$ cat src/rtl/pipeline_hazard_controller.sv
// pipeline_hazard_controller: sequences the 5-stage pipeline around the ID stage.
// Produces stage enables, bubbles and flushes from load-use/RAW hazards,
// taken branches resolved in EX and data-memory busy. It also drives the
// operand forwarding selects and keeps stall/flush statistics plus a sticky
// memory-timeout flag.
// Optional feature: define HAZ_FORWARDING_EN to enable EX/MEM/WB forwarding.
// Without it, every RAW match stalls until the producer retires.
module pipeline_hazard_controller #(
    parameter int REG_W       = 4,
    parameter int PC_REG      = 15,
    parameter int CNT_W       = 16,
    parameter int MEM_TIMEOUT = 8
) (
    input  logic             clk,
    input  logic             reset,
    input  logic [REG_W-1:0] id_rn,
    input  logic [REG_W-1:0] id_rm,
    input  logic             id_use_rn,
    input  logic             id_use_rm,
    input  logic [REG_W-1:0] ex_rd,
    input  logic             ex_rf_enable,
    input  logic             ex_load_instr,
    input  logic [REG_W-1:0] mem_rd,
    input  logic             mem_rf_enable,
    input  logic [REG_W-1:0] wb_rd,
    input  logic             wb_rf_enable,
    input  logic             ex_branch_taken,
    input  logic             mem_busy,
    output logic             pc_enable,
    output logic             if_id_enable,
    output logic             if_id_flush,
    output logic             id_ex_nop,
    output logic             ex_mem_enable,
    output logic             mem_wb_nop,
    output logic [1:0]       fwd_a_sel,
    output logic [1:0]       fwd_b_sel,
    output logic [CNT_W-1:0] stall_cycles,
    output logic [CNT_W-1:0] flush_count,
    output logic             mem_timeout
);

    localparam int               WAIT_W = $clog2(MEM_TIMEOUT + 1);
    localparam logic [REG_W-1:0] PC_IDX = REG_W'(PC_REG);
    localparam logic [WAIT_W-1:0] WAIT_MAX = WAIT_W'(MEM_TIMEOUT);

    typedef enum logic [1:0] {RUN, STALL, MEM_WAIT} state_t;

    state_t            state_q, state_d;
    logic [WAIT_W-1:0] wait_q, wait_d;
    logic [CNT_W-1:0]  stall_cycles_q, stall_cycles_d;
    logic [CNT_W-1:0]  flush_count_q, flush_count_d;
    logic              mem_timeout_q, mem_timeout_d;

    logic              ex_a, mem_a, wb_a, ex_b, mem_b, wb_b;
    logic              hazard;
    logic [1:0]        fwd_a_raw, fwd_b_raw;

    // Source/producer matching; unused sources and the PC index never match.
    always_comb begin
        ex_a  = id_use_rn && (id_rn != PC_IDX) && ex_rf_enable  && (ex_rd  == id_rn);
        mem_a = id_use_rn && (id_rn != PC_IDX) && mem_rf_enable && (mem_rd == id_rn);
        wb_a  = id_use_rn && (id_rn != PC_IDX) && wb_rf_enable  && (wb_rd  == id_rn);
        ex_b  = id_use_rm && (id_rm != PC_IDX) && ex_rf_enable  && (ex_rd  == id_rm);
        mem_b = id_use_rm && (id_rm != PC_IDX) && mem_rf_enable && (mem_rd == id_rm);
        wb_b  = id_use_rm && (id_rm != PC_IDX) && wb_rf_enable  && (wb_rd  == id_rm);
    end

`ifdef HAZ_FORWARDING_EN
    // Forward youngest producer first; a load in EX has no data yet, so it stalls instead.
    always_comb begin
        hazard    = ex_load_instr && (ex_a || ex_b);
        fwd_a_raw = 2'b00;
        fwd_b_raw = 2'b00;
        if (ex_a && !ex_load_instr) fwd_a_raw = 2'b01;
        else if (mem_a)             fwd_a_raw = 2'b10;
        else if (wb_a)              fwd_a_raw = 2'b11;
        if (ex_b && !ex_load_instr) fwd_b_raw = 2'b01;
        else if (mem_b)             fwd_b_raw = 2'b10;
        else if (wb_b)              fwd_b_raw = 2'b11;
    end
`else
    // No bypass network: any in-flight producer of a source holds the ID instruction.
    always_comb begin
        hazard    = ex_a || mem_a || wb_a || ex_b || mem_b || wb_b;
        fwd_a_raw = 2'b00;
        fwd_b_raw = 2'b00;
    end
`endif

    // Mealy control: priority reset > mem_busy > taken branch > hazard > run.
    always_comb begin
        pc_enable      = 1'b1;
        if_id_enable   = 1'b1;
        if_id_flush    = 1'b0;
        id_ex_nop      = 1'b0;
        ex_mem_enable  = 1'b1;
        mem_wb_nop     = 1'b0;
        fwd_a_sel      = fwd_a_raw;
        fwd_b_sel      = fwd_b_raw;
        state_d        = RUN;
        wait_d         = '0;
        stall_cycles_d = stall_cycles_q;
        flush_count_d  = flush_count_q;
        mem_timeout_d  = mem_timeout_q;
        if (reset) begin
            pc_enable      = 1'b0;
            if_id_enable   = 1'b0;
            if_id_flush    = 1'b1;
            id_ex_nop      = 1'b1;
            ex_mem_enable  = 1'b0;
            mem_wb_nop     = 1'b1;
            fwd_a_sel      = 2'b00;
            fwd_b_sel      = 2'b00;
            stall_cycles_d = '0;
            flush_count_d  = '0;
            mem_timeout_d  = 1'b0;
        end else begin
            if (mem_busy) begin
                // Freeze: ID/EX holds its contents, only MEM/WB takes a bubble.
                pc_enable     = 1'b0;
                if_id_enable  = 1'b0;
                ex_mem_enable = 1'b0;
                mem_wb_nop    = 1'b1;
                state_d       = MEM_WAIT;
                if (state_q != MEM_WAIT)  wait_d = WAIT_W'(1);
                else if (wait_q != WAIT_MAX) wait_d = wait_q + WAIT_W'(1);
                else                      wait_d = wait_q;
                if (wait_d == WAIT_MAX) mem_timeout_d = 1'b1;
            end else if (ex_branch_taken) begin
                // Wrong-path instructions in IF/ID and ID are squashed; hazards are moot.
                if_id_flush = 1'b1;
                id_ex_nop   = 1'b1;
                if (!(&flush_count_q)) flush_count_d = flush_count_q + CNT_W'(1);
            end else if (hazard) begin
                pc_enable    = 1'b0;
                if_id_enable = 1'b0;
                id_ex_nop    = 1'b1;
                state_d      = STALL;
            end
            if (!pc_enable && !(&stall_cycles_q))
                stall_cycles_d = stall_cycles_q + CNT_W'(1);
        end
    end

    // State, wait counter and statistics registers.
    always_ff @(posedge clk) begin
        if (reset) begin
            state_q        <= RUN;
            wait_q         <= '0;
            stall_cycles_q <= '0;
            flush_count_q  <= '0;
            mem_timeout_q  <= 1'b0;
        end else begin
            state_q        <= state_d;
            wait_q         <= wait_d;
            stall_cycles_q <= stall_cycles_d;
            flush_count_q  <= flush_count_d;
            mem_timeout_q  <= mem_timeout_d;
        end
    end

    assign stall_cycles = stall_cycles_q;
    assign flush_count  = flush_count_q;
    assign mem_timeout  = mem_timeout_q;

endmodule

$ cat config.mk
export PLATFORM = sky130hd
export DESIGN_NAME = pipeline_hazard_controller
export DESIGN_NICKNAME = d
export VERILOG_FILES = /design/src/rtl/pipeline_hazard_controller.sv
export SDC_FILE = /design/constraint.sdc
export NUM_CORES = 1
export LEC_CHECK = 0
export ABC_AREA = 1
export CAP_MARGIN = 20
export CORE_MARGIN = 2
export CORE_UTILIZATION = 25
export DETAILED_ROUTE_END_ITERATION = 6
export GPL_ROUTABILITY_DRIVEN = 0
export PLACE_DENSITY = 0.47
export REMOVE_ABC_BUFFERS = 1
export SETUP_SLACK_MARGIN = 0.5
export SYNTH_ARGS = -nofsm -noshare
export SYNTH_HDL_FRONTEND = slang
export SYNTH_SLANG_ARGS = --single-unit
$ cat constraint.sdc
create_clock -name clk -period 1.96 [get_ports clk]
set_clock_uncertainty 0.2 [all_clocks]
set_input_delay 0.196 -clock clk [delete_from_list [all_inputs] [get_ports clk]]
set_output_delay 0.196 -clock clk [all_outputs]
set_load 0.05 [all_outputs]
# == After elaboration in Yosys (flattened, before gate mapping) ==
# Cells that the tools add are included.
# word_totals
regBits,39
out_inout_bits,43
wordCells,74
# classes
n_addsub,3
n_eq_ne,11
muxes,24
bitwise_logic,2
n_reduce_logical,28
# op_table
op,count
$add 16x1->16 const B,2
$reduce_and 16->1,2
$eq 4x4->1,6
$mux 1,19
$mux 4,4
$logic_and 1x1->1,15
$ne 4x4->1 const B,3
$logic_or 1x1->1,5
$add 4x1->4 const B,1
$eq 4x4->1 const B,1
$reduce_and 3->1,1
$reduce_or 3->1,1
$logic_not 1->1,2
$mux 2,1
$ne 2x2->1 const B,1
$not 1->1,2
$reduce_and 2->1,1
$reduce_or 2->1,1

# == Depth between registers and ports, before layout ==
# Gate-level depths: netlist of the first run.
# logic_depth
depth_word,15
ltp_mapped,14
mapped_depth_nobuf,13

# == Least setup slack after synthesis of the first run ==
# No wires, ideal clock.
# synth_timing
path_kind,input-to-output
startpoint,in reset
endpoint,out pc_enable
arrival_time_ps,2709
setup_slack_ps,-1145
cell_stages,5
n_path_buf,2
cell_sequence,clkbuf_1 nor2_1 inv_1 nor2_1 buf_4
# synth_between
elab_chain_cells,1
# synth_lines
element,line,source
from (decl),15,"input logic reset,"
$mux 1,105,if (reset) begin
to (decl),29,"output logic pc_enable,"
# No other way between the ends.

# == Worst setup path after layout of the first run ==
# layout_timing
startpoint,reg stall_cycles_q[0] (netlist: stall_cycles[0])
endpoint,reg stall_cycles_q[3] (netlist: stall_cycles[3])
# layout_between
elab_chain_cells,3
elab_cells_between_ends,4
cone_classes,add/sub: 1; reduce/logical: 3
# layout_lines
element,line,source
from (decl),50,"logic [CNT_W-1:0] stall_cycles_q, stall_cycles_d;"
from (signal assigned),156,stall_cycles_q <= stall_cycles_d;
branches (longest 3 deep; another with $add 16x1->16),--,
# Several ways; the timed one is not identified.
# A chain may end at the register's enable or synchronous reset.

==> results.json, run 1 <==
{
  "initial_drc_count": 120,
  "ys_seq_elements": 39,
  "post_synth.cell_area_avg_sq_um": 6.47,
  "starting_density_of_the_core": 0.255,
  "tritoncts": "built",
  "finish.instance_area_sq_um": 4620,
  "critPathMaxFanout": 8,
  "dp_hpwl_um": 6170,
  "irDropWorstVdd_mv": 0.193,
  "placementRows": 38,
  "die_w_um": 109,
  "synth_enable_flop_cells": 0,
  "criticalPathCategory": "reg -> reg",
  "synthesis.area_sq_um": 2740,
  "area.sequential_sq_um": 798,
  "cts_inserted_buffers": 5,
  "multi_input_comb_area_sq_um": 2130,
  "critical-path-slowest-cell": "dfxtp_2",
  "crit_path_start_kind": "flop",
  "synth_flop_cell": "dfxtp_1",
  "die_h_um": 109,
  "fin_crit_ps": 1810,
  "antenna_cells": 0,
  "timing.final.setup_violations": 0,
  "global_route.peak_usage_layer": "met2",
  "max_cap_violations": 0,
  "synth_sequential_area_ratio": 0.285,
  "type_of_element_capturing_the_critical_path": "flop",
  "cellPowerDensity_nw_per_um2": 402,
  "final.period_utilization": 0.925,
  "detailroute.via_count": 3147,
  "drt_pre_antenna_iters": 5,
  "crit_chain": "ha_4 -> nand3_4 -> nor3_4 -> nand2_2 -> nor2_4 -> buf_12 -> nand2_8 -> nand2_8 -> nand2_1 -> a21oi_2",
  "cp.required_ps": 1990,
  "drive_gt1_frac": 0.512,
  "synthDistinctLibCells": 37,
  "grt_antenna_before_repair": 0,
  "floorplan.die_area_sq_um": 11800,
  "ys_async_sr_fraction": 0,
  "final.fill_count": 1112,
  "detailedPlace.worstSlack_ps": -303,
  "final.setup.worst_slack_ps": 147,
  "worst_setup_hold_path_clk_slew_ps": 70,
  "clk-insertion-delay-late_ps": 290,
  "critPathTopFamily": "simple AND/OR/NAND/NOR gates",
  "cts.htree.levels": 2,
  "cts.sink_count": 39,
  "routed_wirelength_um": 8760,
  "layout.cells.most_common_list": "nand2_1 (93), buf_4 (80), nor2_1 (36), nand3_1 (29), inv_1 (26)",
  "hp_class": "in -> reg",
  "post_synth_inst_count": 423,
  "io_pins": 73,
  "timing_max_transition_violations_final": 0,
  "status": "complete, no violations",
  "yosys_warnings": 0,
  "detail-route-antenna-nets": 0,
  "core_region_area_sq_um": 10700,
  "area_growth_synth_to_finish_pct": 68.5,
  "grt_overflow": 0,
  "fin_hold_ws_ps": 234,
  "first_global_vias": 3079,
  "grt_pass1_wl_um": 14400,
  "critPathArrivalTime_ps": 1840,
  "global_route.usage.met1": 0.192,
  "globalRouteTotalUtil": 0.153,
  "setup_repair_after_global_routing_missed_its_margin": "true",
  "mostFrequentLayoutCell": "nand2_1",
  "route.detailed.vias_per_inst": 4.54,
  "use_met3": 0.0269,
  "root_buf_cell": "clkbuf_8",
  "clock_buffer_depth": 2,
  "grtUsageMet2": 0.265,
  "routedWlPerCell_um": 12.6,
  "crit_buf_inv": 1,
  "dpl_cell_area_sq_um": 3780,
  "max_freq_ghz": 0.552,
  "cpPeakStageDelay_ps": 360,
  "drc_violations_left": 0,
  "p_leak_uw": 0.00216,
  "hold_violations": 0,
  "crit_path_frequent_cell": "nand2_8",
  "portBuffers": 67,
  "count_of_nets_after_finishing": 588,
  "largest_net_degree_at_the_start_of_global_routing": 20
}
==> cell usage after synthesis (all sizes together) (5+ instances only) <==
| cell | instances | area [sq um] |
|---|---|---|
| a21oi | 28 | 178 |
| buf | 9 | 81.3 |
| dfxtp | 39 | 781 |
| inv | 55 | 209 |
| nand2 | 135 | 579 |
| nand3 | 40 | 215 |
| nand4 | 5 | 31.3 |
| nor2 | 51 | 199 |
| nor3 | 8 | 67.6 |
| o21ai | 11 | 55.1 |
| xnor2 | 7 | 61.3 |
| xor2 | 16 | 140 |
==> sequential cells by signal (all words and copies together), names as in the netlist <==
| name | cells |
|---|---|
| mem_timeout | 1 |
| state_q | 2 |
| stall_cycles | 16 |
| flush_count | 16 |
| wait_q | 4 |
==> final timing paths <==
check	startpoint	end	slack, ps	cells past startpoint
worst max-delay path	stall_cycles[0]	stall_cycles[3]	150	10
worst min register to register	mem_timeout	mem_timeout	280	2
worst max register to register	stall_cycles[0]	stall_cycles[3]	150	10
worst min-delay path	mem_busy	mem_timeout	230	6
==> stage by stage <==
stage,utilization,std cells,power (uW),TNS [ps]
2_1_floorplan,-,413,1040,-9780
3_3_place_gp,0.352,658,1240,-5040
3_5_place_dp,0.352,658,1240,-4700
4_1_cts,0.400,687,1830,0
5_1_grt,0.430,693,1940,0
6_report,0.430,693,1860,0
==> power breakdown <==
part	leakage, uW	switching, uW	total [uW]	internal, uW
sequential	0.000322	8.53	812	803
clock	0.0000371	279	517	238
combinational	0.00180	303	528	225
total	0.00216	590	1860	1270
==> tightest hold or removal path, delay by kind of cell <==
family | cells | cell delay [ps]
simple gates | 4 | 230
buf+inv | 2 | 250
==> kinds of logic after synthesis <==
logic type / count (synthesis) / share of synthesized area
AOI/OAI and AO/OA: 43 / 0.0959
buffers and inverters: 69 / 0.113
xor gates and xnor gates: 23 / 0.0735
DFF: 39 / 0.285
adders and majority gates: 4 / 0.0183
other: 1 / 0.00137
and+or+nand+nor: 244 / 0.413
==> metal layers <==
metal | vias to the layer above | wire length (um)
li1 | 1588 | -
met1 | 1482 | 3870
met2 | 64 | 4390
met3 | 13 | 350
met4 | 0 | 145
met5 | - | 0
==> timing repair <==
item	4_1_cts	5_1_grt
endpoints found under the setup margin	46	46
cloned	5	0
pin swaps	38	38
resized for setup	237	92
hold buffers	0	0
setup buffers	18	6
==> final cells by class <==
class	count	share of cell area
Multi-Input combinational cell	321	0.462
Timing Repair Buffer	130	0.256
Sequential cell	39	0.173
Inverter	56	0.0529
Tap cell	140	0.0380
Clock buffer	6	0.0157
Timing Repair inverter	1	0.00244
Note: power is estimated with default switching activity, not from simulation.
==> run 2, diff against run 1 <==
GPL_ROUTABILITY_DRIVEN = 1   (was 0)
==> results of run 2 <==
The final DEF is identical to that of run 1; final timing and power are the same.
